File: config.mk
export PLATFORM = sky130hd
export DESIGN_NAME = uart_pkt_tx
export DESIGN_NICKNAME = d
export VERILOG_FILES = /design/src/rtl/uart_pkt_tx.sv
export SDC_FILE = /design/constraint.sdc
export NUM_CORES = 1
export LEC_CHECK = 0
export BUFFER_PORTS_ARGS = -buffer_cell sky130_fd_sc_hd__buf_2
export CORE_MARGIN = 4
export CORE_UTILIZATION = 25
export CTS_CLUSTER_SIZE = 8
export DETAILED_ROUTE_END_ITERATION = 7
export SYNTH_ARGS = -nofsm -noshare
export SYNTH_HDL_FRONTEND = slang
export SYNTH_SLANG_ARGS = --single-unit
File: constraint.sdc
create_clock -name i_clk -period 2.8 [get_ports i_clk]
set_input_delay 0.42 -clock i_clk [delete_from_list [all_inputs] [get_ports i_clk]]
set_output_delay 0.42 -clock i_clk [all_outputs]
set_load 0.03 [all_outputs]
File: src/rtl/uart_pkt_tx.sv
// Framed 8N1 UART transmitter: header, 8 data bytes (MSB byte first),
// XOR checksum. One packet per rising edge of i_send_en.
module uart_pkt_tx #(
  parameter int          CLK_FREQ = 100_000_000,
  parameter int          UART_BPS = 115200,
  parameter logic [7:0]  HEADER   = 8'hA5
) (
  input  logic        i_clk,
  input  logic        i_rst,
  input  logic        i_send_en,
  input  logic [63:0] i_send_data,
  output logic        o_tx_busy,
  output logic        o_send_done,
  output logic        o_uart_txd
);

  localparam int BAUD_CNT = CLK_FREQ / UART_BPS;
  localparam int BW = (BAUD_CNT > 1) ? $clog2(BAUD_CNT) : 1;
  localparam logic [BW-1:0] BAUD_LAST = BW'(BAUD_CNT - 1);

  typedef enum logic [1:0] {
    S_IDLE,
    S_START,
    S_DATA,
    S_STOP
  } state_t;

  state_t      r_state;
  logic [BW-1:0] r_baud;
  logic [2:0]  r_bit;
  logic [3:0]  r_byte;
  logic        r_en_d;
  logic [7:0]  r_buf [10];
  logic        r_txd;
  logic        r_busy;
  logic        r_done;

  logic        w_accept;
  logic        w_baud_end;
  logic        w_txd_nxt;
  logic [7:0]  w_cur_byte;
  logic [7:0]  w_csum;

  assign w_accept   = i_send_en & ~r_en_d & (r_state == S_IDLE);
  assign w_baud_end = (r_baud == BAUD_LAST);
  assign w_cur_byte = r_buf[r_byte];

  always_comb begin
    w_csum = '0;
    for (int i = 0; i < 8; i++)
      w_csum = w_csum ^ i_send_data[i*8 +: 8];
  end

  always_comb begin
    w_txd_nxt = 1'b1;
    unique case (r_state)
      S_IDLE:  w_txd_nxt = 1'b1;
      S_START: w_txd_nxt = 1'b0;
      S_DATA:  w_txd_nxt = w_cur_byte[r_bit];
      S_STOP:  w_txd_nxt = 1'b1;
      default: w_txd_nxt = 1'b1;
    endcase
  end

  // Outputs are registered from the state, so the line lags the FSM by one
  // cycle; done fires on the first idle cycle after a busy one.
  always_ff @(posedge i_clk or posedge i_rst) begin
    if (i_rst) begin
      r_state <= S_IDLE;
      r_baud  <= '0;
      r_bit   <= '0;
      r_byte  <= '0;
      r_en_d  <= 1'b1;
      r_txd   <= 1'b1;
      r_busy  <= 1'b0;
      r_done  <= 1'b0;
      for (int i = 0; i < 10; i++)
        r_buf[i] <= '0;
    end else begin
      r_en_d <= i_send_en;
      r_txd  <= w_txd_nxt;
      r_busy <= (r_state != S_IDLE);
      r_done <= r_busy & (r_state == S_IDLE);
      unique case (r_state)
        S_IDLE: begin
          if (w_accept) begin
            r_state  <= S_START;
            r_byte   <= '0;
            r_bit    <= '0;
            r_baud   <= '0;
            r_buf[0] <= HEADER;
            for (int i = 0; i < 8; i++)
              r_buf[i+1] <= i_send_data[(7-i)*8 +: 8];
            r_buf[9] <= w_csum;
          end
        end
        S_START: begin
          if (w_baud_end) begin
            r_baud  <= '0;
            r_bit   <= '0;
            r_state <= S_DATA;
          end else begin
            r_baud <= r_baud + 1'b1;
          end
        end
        S_DATA: begin
          if (w_baud_end) begin
            r_baud <= '0;
            if (r_bit == 3'd7) begin
              r_bit   <= '0;
              r_state <= S_STOP;
            end else begin
              r_bit <= r_bit + 1'b1;
            end
          end else begin
            r_baud <= r_baud + 1'b1;
          end
        end
        S_STOP: begin
          if (w_baud_end) begin
            r_baud <= '0;
            if (r_byte < 4'd9) begin
              r_byte  <= r_byte + 1'b1;
              r_state <= S_START;
            end else begin
              r_byte  <= '0;
              r_state <= S_IDLE;
            end
          end else begin
            r_baud <= r_baud + 1'b1;
          end
        end
        default: r_state <= S_IDLE;
      endcase
    end
  end

  assign o_uart_txd  = r_txd;
  assign o_tx_busy   = r_busy;
  assign o_send_done = r_done;

endmodule
# Word level (Yosys, flattened, before mapping)

Index checks and enable logic that the tools add are counted.

Add/sub/neg operators: 3
$mul: 0
Divide/modulo/power cells: 0
Order comparisons: 3
Eq/ne operators: 10
Shifts and indexed selects: 0
Mux-type cells: 25
Bitwise logic cells: 12
Reductions and logical operators: 10

Operators with widths:

| kind                                                                 | number |
|---|---|
| 8-bit XOR                                                            | 7 |
| 8-bit binary-select mux with 4-bit select                            | 1 |
| 10-bit 2-to-1 mux                                                    | 2 |
| 10-bit one-hot mux with 2 select lines                               | 1 |
| 8-bit 2-to-1 mux                                                     | 2 |
| 3-bit 2-to-1 mux                                                     | 4 |
| 4-bit 2-to-1 mux                                                     | 3 |
| 10-bit by 1-bit adder with 10-bit output, second input constant      | 1 |
| 10-bit equality test, second input constant                          | 1 |
| 2-bit 2-to-1 mux                                                     | 5 |
| 2-bit != test, second input constant                                 | 5 |
| 3-bit one-hot mux with 3 select lines                                | 1 |
| 2-bit one-hot mux with 4 select lines                                | 1 |
| 4-bit one-hot mux with 2 select lines                                | 1 |
| 5-bit >= comparator, second input constant                           | 1 |
| 4-bit inverter with 5-bit output                                     | 1 |
| 5-bit AND reduction                                                  | 1 |
| 4-bit by 1-bit adder with 4-bit output, second input constant        | 1 |
| 2-bit equality test, second input constant                           | 2 |
| 3-bit by 4-bit < comparator with 1-bit output, second input constant | 1 |
| 4-bit < comparator, second input constant                            | 1 |
| 4-bit AND reduction                                                  | 1 |
| 2-bit nonzero test                                                   | 2 |
| 3-bit by 1-bit adder with 3-bit output, second input constant        | 1 |
| 13 further kinds                                                     | 16 |

Bits in registers: 96
Bits in latches: 0
RAM bits: 0
Memory bits (read-only): 0
Bits of input ports: 67
Output and inout bits: 3
Logic and storage cells: 81
Memories kept: 0

# Logic depth before layout (Yosys ltp)

Word-level depth: 7
Gate-level depth with buffers: 9
Gate-level depth less buffers: 7

# Least setup slack after synthesis

Ideal clock, no wire load.

Path type: reg2reg
From: register r_state[0]
To: register r_buf[10] in the netlist's numbering
Library setup time: 0.125 ns
Arrival time: 1.747 ns
Required time: 2.675 ns
Path slack: 0.928 ns
Cell stages (with the launch flop): 9
Buffers on the path: 3
Clock period less this slack: 1.872 ns
Cell sequence: dfrtp_1 -> inv_1 -> ha_1 -> buf_2 -> inv_1 -> or2_2 -> clkbuf_1 -> buf_2 -> mux2_2

Word-level cells in the longest chain between the ends: 3

RTL lines:

| item                            | line   | source |
|---|---|---|
| from (decl)                     | 28     | `state_t r_state;` |
| from (signal assigned)          | 69     | `r_state <= S_IDLE;` |
| from (signal assigned)          | 87     | `r_state <= S_START;` |
| from (signal assigned)          | 101    | `r_state <= S_DATA;` |
| 2-bit logical NOT *             | 44, 84 |  |
| 1-bit bitwise AND               | 44     | `assign w_accept = i_send_en & ~r_en_d & (r_state == S_IDLE);` |
| 2-bit AND reduction (no line) * | --     |  |
| to (signal, indexed assignment) | 93     | `r_buf[i+1] <= i_send_data[(7-i)*8 +: 8];` |
| to (decl)                       | 33     | `logic [7:0] r_buf [10];` |

Every way passes the cells marked *; elsewhere a longest branch is shown, timed or not.
A chain may end at the register's enable or synchronous reset.

# Worst setup path in the final report

From: register r_state[0]
To: register r_buf[66] in the netlist's numbering

The elaborated chain is that of the path after synthesis.

==> impl_metrics.yaml <==
status:
  status: "complete, no violations"
timing:
  setup_viol: 0
  tightest_slew_ps: 743
  maxSlewViolCount: 0
  layout_setup_ws_ps: 629
  clock_skew_ps: 9.32
  min_period_ps: 2170
  tns_ps: 0
  hold_ws_ps: 189
  rsz0062_at_grt: "no"
  slew_headroom_pct: 50.5
  fmax_mhz: 461
  post-route-period-util_pct: 77.5
  hold_violations: 0
cells_and_area:
  area_growth_pct: 17.6
  drive_gt1_share_pct: 34.7
  fillers: 2051
  final_cell_area_um2: 6030
  final_nets: 555
  seq_area_um2: 2400
  antenna_cells: 0
  multi_input_area_um2: 2570
  layout_common_cells: "94 x dfrtp_1, 69 x buf_2, 68 x mux2_2, 57 x xnor2_1, 28 x nand2_1"
  fin_cells: 754
  layout_commonest_cell: "dfrtp_1"
clock_network:
  tritoncts: "built"
  ctsHoldBuffers: 0
  postCtsSetupRepairBufs: 0
  cts_resized: 0
  htree_levels: 3
  cts-buffers-inserted: 9
  root_buffer: "clkbuf_16"
  clk_pin_slew_ps: 70
  cts_buffer_depth: 2
  clk_latency_ps: 340
  cts.sinks: 96
critical_path:
  crit_slowest_cell: "dfrtp_1"
  crit_fanout: 54
  cp_data_arrival_time_ps: 2390
  critical_path.cell_chain: "inv_1 -> ha_1 -> inv_1 -> or2_2 -> buf_4 -> mux2_2"
  required_ps: 3020
  crit_top_cell: "inv_1"
  startpoint_type: "flop"
  critPathKind: "flop to flop"
  cp_slowest_stage_delay_ps: 420
  end_kind: "flop"
logic_synthesis:
  synth_seq_cells: 96
  ys_seq_area_share_pct: 46.9
  syn_avg_cell_area_um2: 12.4
  postSynthNetCount: 488
  ys.warnings.count: 0
  synthFlopType: "dfrtp_1"
  ys_types: 44
  synth_edf_count: 0
  synthesis.area_um2: 5130
  syn_inst: 412
  async_flop_share_pct: 100
power:
  peakVddDrop_mv: 0.261
  power.leakage_nw: 2.61
  powerDensity_nw_per_um2: 496
placed_design:
  placed_cell_area_um2: 5760
  place.gp.congestion: 0.808
  portBuffers: 69
  hpwlAfterDp_mm: 9.31
  dp.cells: 738
  place_ws_ps: 664
flow_run:
  drv_cap: 0
grt:
  grt.total_usage_pct: 11.0
  grt-ovfl-total: 0
  grt_max_degree: 97
  met1_usage_pct: 13.0
  grt_use_met3_pct: 1.80
  met2_usage_pct: 20.1
  gr-max-usage-layer: "met2"
  grt_pass1_wl_mm: 19.4
  antenna_found_initial: 0
  grt_pass1_vias: 3619
routing:
  drtIter0Drc: 173
  wire_per_inst_um: 16.3
  via_per_inst: 4.53
  via_count: 3412
  firstDrtPassIters: 4
  drc_errors: 0
  ant_nets: 0
  routed_wl_mm: 12.3
die:
  dieArea_um2: 22900
  die_w_um: 151
  chipHeight_um: 151
  pin_count: 70
  coreArea_um2: 20200
  initial_core_util_pct: 25.3
  rows: 52
hold_path:
  hold_class: "input pin to flop"
cell usage after synthesis, drive strengths merged, types with 2 or more instances:
| master | n | share of area, % |
|---|---|---|
| buf | 14 | 1.8 |
| a31o | 2 | 0.34 |
| xnor2 | 57 | 9.7 |
| o31ai | 5 | 0.73 |
| a221oi | 3 | 0.51 |
| nor4 | 3 | 0.37 |
| nand2b | 5 | 0.61 |
| o21ai | 27 | 2.6 |
| nor2b | 3 | 0.37 |
| nand2 | 28 | 2.0 |
| clkbuf | 5 | 0.37 |
| nor3 | 3 | 0.29 |
| o2bb2ai | 2 | 0.34 |
| nor2 | 8 | 0.59 |
| a21oi | 7 | 0.68 |
| ha | 9 | 2.2 |
| mux2 | 68 | 15 |
| and2 | 3 | 0.37 |
| dfstp | 2 | 1.0 |
| nand3 | 5 | 0.49 |
| mux2i | 5 | 0.98 |
| xor2 | 2 | 0.34 |
| a31oi | 2 | 0.24 |
| dfrtp | 94 | 46 |
| mux4 | 16 | 7.8 |
| inv | 12 | 0.88 |
| and3 | 3 | 0.37 |
| nand4 | 8 | 0.98 |
| a41oi | 3 | 0.66 |
where the power goes:
group / total (mW) / internal [mW] / leakage (nW) / switching, mW
Clock: 1.14 / 0.653 / 0.131 / 0.491
Combinational: 0.348 / 0.187 / 1.26 / 0.161
Sequential: 1.50 / 1.46 / 1.22 / 0.0382
metal layers:
layer	up-vias	share of wire, %
li1	1618	-
met1	1711	41
met2	67	55
met3	16	2.8
met4	0	1.5
met5	-	0
state kept, by name, summed over array words and instances (netlist names):
signal,flops
r_byte,4
o_tx_busy,1
o_uart_txd,1
r_en_d,1
r_baud,10
r_state,2
r_bit,3
o_send_done,1
r_buf,73
through the flow:
step,total power [mW],util (%)
after CTS,3.04,29.8
after floorplan,1.74,-
final,2.99,29.8
after global routing,3.13,29.8
after detailed placement,1.88,28.5
after global placement,1.87,28.5
worst max-delay path, delay by kind of cell, from the launching register on:
kind          cells  cell delay, ps
simple gates      1             320
flops             1             420
fa+ha+maj         1             340
buf+inv           3             560
mux               1             360
final cells by class:
cell class / count / share of cell area [%]
repair buffers: 75 / 6.68
well taps: 270 / 5.60
inverters: 12 / 0.809
flip-flops and latches: 96 / 39.9
clock buffers: 16 / 4.50
multi-input cells: 285 / 42.5
path summary, 6_finish.rpt:
| path | from | endpoint | slack, ps | cells past startpoint |
|---|---|---|---|---|
| max | r_state[0] | r_buf[66] | 630 | 6 |
| max reg2reg | r_state[0] | r_buf[66] | 630 | 6 |
| min reg2reg | r_buf[6] | r_buf[6] | 480 | 2 |
| min in group asynchronous | i_rst | r_baud[3] | 210 | 3 |
| min | i_send_en | r_en_d | 190 | 1 |
| max in group asynchronous | i_rst | r_baud[6] | 2170 | 3 |
logic make-up after synthesis:
family,count (synthesis),synth area share [%]
DFF,96,46.9
xor gates and xnor gates,59,10.1
muxes,89,23.7
AOI/OAI and AO/OA,55,6.83
buffers and inverters,31,3.07
adders and majority gates,9,2.20
and+or+nand+nor,73,7.20
Power figures use the tool's default switching activity.
